$ cat config.mk
export PLATFORM = sky130hd
export DESIGN_NAME = stopwatch_time_counter
export DESIGN_NICKNAME = d
export VERILOG_FILES = /design/src/rtl/stopwatch_time_counter.sv
export SDC_FILE = /design/constraint.sdc
export NUM_CORES = 1
export LEC_CHECK = 0
export CAP_MARGIN = 20
export CORE_UTILIZATION = 56
export CTS_CLUSTER_DIAMETER = 30
export DETAILED_ROUTE_END_ITERATION = 10
export GPL_TIMING_DRIVEN = 0
export MAX_ROUTING_LAYER = met4
export PLACE_DENSITY = 0.75
export REMOVE_ABC_BUFFERS = 1
export SETUP_SLACK_MARGIN = 0.05
export SYNTH_ARGS = -nofsm -noshare
export SYNTH_HDL_FRONTEND = slang
export SYNTH_SLANG_ARGS = --single-unit
$ cat constraint.sdc
create_clock -name clk_100 -period 2.98 [get_ports clk_100]
set_clock_uncertainty 0.2 [all_clocks]
set_input_delay 0.298 -clock clk_100 [delete_from_list [all_inputs] [get_ports clk_100]]
set_output_delay 0.298 -clock clk_100 [all_outputs]
set_load 0.02 [all_outputs]
$ cat src/rtl/stopwatch_time_counter.sv
// Stopwatch time base: 100 Hz prescaler, BCD mm:ss counter, lap-freeze capture and display mux.
// Optional macro STOPWATCH_SATURATE_EN: hold at 59:59 instead of wrapping.
module stopwatch_time_counter #(
  parameter int unsigned TICKS_PER_SEC = 100
) (
  input  logic       clk_100,
  input  logic       rst_n,
  input  logic       count_enable,
  input  logic       lap_enable,
  input  logic [2:0] reset_up,
  output logic [3:0] disp_min_t,
  output logic [3:0] disp_min_o,
  output logic [3:0] disp_sec_t,
  output logic [3:0] disp_sec_o,
  output logic       sec_pulse,
  output logic       rollover
);

  typedef struct packed {
    logic [3:0] min_t;
    logic [3:0] min_o;
    logic [3:0] sec_t;
    logic [3:0] sec_o;
  } bcd_time_t;

  localparam logic [9:0] PRESC_MAX = 10'(TICKS_PER_SEC - 1);
  localparam logic [2:0] CODE_CLEAR = 3'd2;

  logic [9:0] presc_q, presc_d;
  bcd_time_t  live_q, live_d;
  bcd_time_t  lap_q, lap_d;
  logic       lap_active_q, lap_active_d;
  logic       sec_pulse_q, sec_pulse_d;
  logic       rollover_q, rollover_d;
  logic       clear;
  logic       tick;
  logic       at_max;
  logic       advance;
`ifdef STOPWATCH_SATURATE_EN
  logic       sat_q, sat_d;
`endif

  assign clear  = (reset_up == CODE_CLEAR);
  assign tick   = count_enable && (presc_q == PRESC_MAX);
  assign at_max = (live_q.min_t == 4'd5) && (live_q.min_o == 4'd9) &&
                  (live_q.sec_t == 4'd5) && (live_q.sec_o == 4'd9);

  always_comb begin
    presc_d      = presc_q;
    live_d       = live_q;
    lap_d        = lap_q;
    lap_active_d = lap_enable;
`ifdef STOPWATCH_SATURATE_EN
    sat_d        = sat_q;
    advance      = tick && !at_max;
    rollover_d   = tick && at_max && !sat_q;
    if (tick && at_max) sat_d = 1'b1;
`else
    advance      = tick;
    rollover_d   = tick && at_max;
`endif
    sec_pulse_d  = advance;

    if (count_enable) begin
      presc_d = (presc_q == PRESC_MAX) ? 10'd0 : presc_q + 10'd1;
    end

    // Ripple carry through the BCD digits; each digit wraps at its own limit.
    if (advance) begin
      if (live_q.sec_o == 4'd9) begin
        live_d.sec_o = 4'd0;
        if (live_q.sec_t == 4'd5) begin
          live_d.sec_t = 4'd0;
          if (live_q.min_o == 4'd9) begin
            live_d.min_o = 4'd0;
            live_d.min_t = (live_q.min_t == 4'd5) ? 4'd0 : live_q.min_t + 4'd1;
          end else begin
            live_d.min_o = live_q.min_o + 4'd1;
          end
        end else begin
          live_d.sec_t = live_q.sec_t + 4'd1;
        end
      end else begin
        live_d.sec_o = live_q.sec_o + 4'd1;
      end
    end

    // Capture uses the pre-edge live value, so a coincident tick is not seen.
    if (lap_enable && !lap_active_q) begin
      lap_d = live_q;
    end

    if (clear) begin
      presc_d      = 10'd0;
      live_d       = '0;
      lap_d        = '0;
      lap_active_d = 1'b0;
      sec_pulse_d  = 1'b0;
      rollover_d   = 1'b0;
`ifdef STOPWATCH_SATURATE_EN
      sat_d        = 1'b0;
`endif
    end
  end

  always_ff @(posedge clk_100 or negedge rst_n) begin
    if (!rst_n) begin
      presc_q      <= 10'd0;
      live_q       <= '0;
      lap_q        <= '0;
      lap_active_q <= 1'b0;
      sec_pulse_q  <= 1'b0;
      rollover_q   <= 1'b0;
`ifdef STOPWATCH_SATURATE_EN
      sat_q        <= 1'b0;
`endif
    end else begin
      presc_q      <= presc_d;
      live_q       <= live_d;
      lap_q        <= lap_d;
      lap_active_q <= lap_active_d;
      sec_pulse_q  <= sec_pulse_d;
      rollover_q   <= rollover_d;
`ifdef STOPWATCH_SATURATE_EN
      sat_q        <= sat_d;
`endif
    end
  end

  bcd_time_t disp;
  assign disp       = lap_active_q ? lap_q : live_q;
  assign disp_min_t = disp.min_t;
  assign disp_min_o = disp.min_o;
  assign disp_sec_t = disp.sec_t;
  assign disp_sec_o = disp.sec_o;
  assign sec_pulse  = sec_pulse_q;
  assign rollover   = rollover_q;

endmodule
---- Word level (Yosys, flattened, before mapping) ----
Index checks and enable logic that the tools add are counted.
storage, ports and cells
  flip-flop bits (word level) ............. 45
  input bits .............................. 7
  output and inout port bits .............. 18
operators by class
  add/subtract/negate cells ............... 5
  eq/ne operators ......................... 6
  muxes and demuxes ....................... 18
  reduce and logical (&&, ||, !) cells .... 16
operators with widths
  operator                                               count
  2-to-1 mux 16 bit                                      5
  2-to-1 mux 10 bit                                      3
  2-to-1 mux 4 bit                                       5
  adder 4 x 1 -> 4 bit (second input constant)           4
  2-to-1 mux 12 bit                                      1
  nonzero test 2 bit                                     6
  adder 10 x 1 -> 10 bit (second input constant)         1
  equality test 10 x 7 -> 1 bit (second input constant)  1
  equality test 4 x 3 -> 1 bit (second input constant)   2
  equality test 4 bit (second input constant)            2
  2-to-1 mux 8 bit                                       1
  logical AND 1 bit                                      6
  AND reduction 4 bit                                    1
  equality test 3 x 2 -> 1 bit (second input constant)   1
  2-to-1 mux 1 bit                                       3
  AND reduction 3 bit                                    1
  AND reduction 2 bit                                    1
  zero test 1 bit                                        1

---- Logic depth before layout (Yosys ltp) ----
Gate-level depths: netlist of run 1.
  word-level depth ........................ 7
  depth in mapped cells ................... 8
  depth with buffers taken out ............ 6

---- Least setup slack after synthesis of run 1 ----
Ideal clock, no wire load.
  kind .................................... register to register
  from .................................... register presc_q[0]
  to ...................................... register live_q[12] (netlist name)
  arrival ................................. 1.793 ns
  required time ........................... 2.702 ns
  path slack .............................. 0.909 ns
  cell stages (with the launch flop) ...... 7
  buffers on the path ..................... 1
  cell sequence ........................... dfrtp_1 > ha_1 > and4bb_1 > nand4_4 > buf_6 > or4_1 > a21oi_1
on the way
  word-level cells in the longest chain between the ends .. 4
RTL lines
  item                           line  source
  start: declaration             29    logic [9:0] presc_q, presc_d;
  start signal: assignment       118   presc_q <= presc_d;
  equality test 10 x 7 -> 1 bit  44    assign tick = count_enable && (presc_q == PRESC_MAX);
  logical AND 1 bit              44
  nonzero test 2 bit (no line)   n/a
  AND reduction 4 bit (no line)  n/a
  end signal: assignment         119   live_q <= live_d;
  end: declaration               30    bcd_time_t live_q, live_d;
No other way between the ends.
A chain may end at the register's enable or synchronous reset.

---- Worst setup path in the final report of run 1 ----
  from .................................... register lap_active_q
  to ...................................... output port disp_sec_o[0]
on the way
  word-level cells in the longest chain between the ends .. 1
RTL lines
  item                      line  source
  start: declaration        32    logic lap_active_q, lap_active_d;
  start signal: assignment  121   lap_active_q <= lap_active_d;
  2-to-1 mux 16 bit         131   assign disp = lap_active_q ? lap_q : live_q;
  end: declaration          14    output logic [3:0] disp_sec_o,
No other way between the ends.

==> results of run 1 <==
## through the flow
stage | hold WS [ps] | TNS (ps) | util [%]
2_1_floorplan | -198 | 0 | -
3_3_place_gp | 282 | -39180 | 65.0
3_5_place_dp | 40.3 | 0 | 66.1
4_1_cts | 257 | 0 | 69.3
5_1_grt | 276 | 0 | 69.3
6_report | 251 | 0 | 69.3
## final timing paths
path	depth (start not counted)	startpoint	end	slack, ps
max	2	lap_active_q	disp_sec_o[0]	390
min	2	rst_n	presc_q[3]	250
max reg2reg	5	presc_q[0]	live_q[9]	630
min reg2reg	1	lap_q[2]	lap_q[2]	310
max in group asynchronous	3	rst_n	presc_q[1]	1850
min in group clk_100	1	lap_q[2]	lap_q[2]	310
## metal layers
| layer | track usage (%) | share of wire, % | routed length, microns | up-vias |
|---|---|---|---|---|
| met5 | - | 0 | 0 | - |
| met4 | 7.18 | 1.3 | 62 | 0 |
| met3 | 5.14 | 3.4 | 162 | 8 |
| met2 | 36.4 | 46 | 2200 | 36 |
| met1 | 34.1 | 49 | 2320 | 876 |
| li1 | - | - | - | 878 |
## placed cells by master (no fill, tap or decap), drive strengths merged, types with 7 or more instances in the layout
| cell | count |
|---|---|
| a22o | 16 |
| or4 | 8 |
| nor2 | 14 |
| dfrtp | 45 |
| ha | 9 |
| mux2 | 12 |
| a21oi | 15 |
| xor2 | 7 |
| nand2 | 18 |
| clkdlybuf4s50 | 23 |
| o21ai | 14 |
## registers in the layout (all words and copies together) (netlist names)
| register | flops |
|---|---|
| lap_active_q | 1 |
| lap_q | 16 |
| live_q | 16 |
| presc_q | 10 |
| rollover | 1 |
| sec_pulse | 1 |
## repair_timing
action                                 in CTS  in global routing
hold buffers                                1                  0
setup endpoints to repair                   0                  0
endpoints found under the hold margin      15                  0
## critical path: cells and delay by family, from the launching register on
family / cells / cell delay, ps
buffers and inverters: 1 / 530
multiplexers: 1 / 410
flip-flops: 1 / 840
## logic make-up (layout without fill, tap and decap cells)
kind of cell | Yosys count | in the layout | synth area share (%)
AO/OA/AOI/OAI | 53 | 53 | 14.8
flip-flops | 45 | 45 | 47.5
XOR/XNOR | 10 | 10 | 3.69
AND/OR/NAND/NOR | 79 | 79 | 19.8
adder cells (fa/ha/maj) | 9 | 9 | 4.75
multiplexers | 13 | 13 | 6.12
buffers and inverters | 18 | 42 | 3.27
## power by group through the flow
stage	sequential [W]	combinational [W]	clock (W)
6_report	0.000675	0.000116	0.000490
5_1_grt	0.000682	0.000134	0.000522
4_1_cts	0.000675	0.000118	0.000496
3_5_place_dp	0.000685	0.000116	0
3_3_place_gp	0.000685	0.000107	0
2_1_floorplan	0.000675	0.0000707	0
## final cells by class
cell class	count	area [sq um]
sequential	45	1130
inverter	6	22.5
tap	50	62.6
multi-input combinational	164	1170
clock inverter	2	37.5
fill	325	1240
timing repair buffer	28	288
clock buffer	6	82.6
==> impl_metrics.ini, run 1 <==
[outcome]
status = finished clean

[timing]
grt_setup_unrepaired = no
max_freq_mhz = 387
setup_slack_ps = 393
slew_headroom_pct = 46.1
fin_crit_sh_pct = 86.8
slew_viol_final = 0
timing.final.crit_period_ps = 2590
hold_viol = 0
setup_violations = 0
tightest_slew_ps = 805

[worst_setup_path]
slowest_delay_ps = 840
start_kind = flop
critPathArrivalTime_ps = 2090
crit_slowest_cell = dfrtp_1
end_kind = output port
crit_chain = mux2_2 > clkdlybuf4s50_1
critPathMaxFanout = 21
crit_type = reg -> out
cp_data_required_time_ps = 2480

[floorplanning]
die_area_sq_um = 4500
core-area_sq_um = 4030
die_h_microns = 67.1
std_cell_rows = 23
die_x_microns = 67.1
ios = 25
initial_utilization_pct = 58.9

[detailed_routing]
drc = 0
num_vias = 1798
wl_per_cell_microns = 15.8
postRouteAntennaNets = 0
wl_microns = 4750
drt-vias-per-instance = 5.97
initialDrtViolationCount = 129
drtPass1Iterations = 4

[layout]
fin_cells = 301
syn_to_final_growth_pct = 17.7
final_design_area_no_fill_sq_um = 2790
antennaDiodeCount = 0
drive_above_1_share_pct = 11.2
num-nets-final = 266

[power]
ir_drop_uv = 235
p_switching_w = 0.000325
p_leak_nw = 1.23
power.share.sequential_pct = 52.7
p_total_w = 0.00128
comb_power_share_pct = 9.1
p_int_w = 0.000957
netSwitchingFraction_pct = 25.4
clkPwrFrac_pct = 38.2
p_per_area_nw_per_um2 = 459

[flow_run]
maxCapViolCount = 0

[placement]
dp.cells = 292
gp_congestion = 0.886
portBuffers = 24
dpl.hpwl_microns = 3120
place_ws_ps = 292
post_dp_cell_area_sq_um = 2660

[hold_path]
min_path_type = in -> async

[synth]
syn-cell-area_sq_um = 2370
post-synth-top-area-cell = dfrtp_1
synthCells = 227
synth.distinct_cells = 37
synth.avg_cell_area_sq_um = 10.4
synth_commonest_cells = dfrtp_1, nand2_1, a22o_1
synth_edf_count = 0
yosys_register_bits = 45
synth-seq-area-share_pct = 47.5
synth.most_common_cell = dfrtp_1
async_flop_share_pct = 100
yosysWarnings = 0
synth_area_leaders = dfrtp_1, a22o_1, mux2_2
synth_top_area_share_pct = 47.5
synth_flop_cell = dfrtp_1

[clock_tree]
ctsResizeCount = 0
cts_tree = yes
cts.sinks = 45
path_clk_slew_ps = 90
clock_latency_ps = 300
cts.htree.levels = 2
clockRootBuffer = clkbuf_8
cts_buffer_depth = 2
cts_buffers = 5
post-cts-setup-buffer-count = 0

[global_route]
grt_max_degree = 31
overflow = 0
antenna_found_initial = 0
grt_pass1_wl_microns = 7940
grt_pass1_vias = 1642
grt_util_all_layers_pct = 24.7
Power figures use the tool's default switching activity.
==> inputs of run 2 (changes only) <==
Settings changed: SKIP_CTS_REPAIR_TIMING set to 1, SKIP_LAST_GASP set to 1.
==> results of run 2 <==
No change in the layout: final DEF, timing and power equal those of run 1.
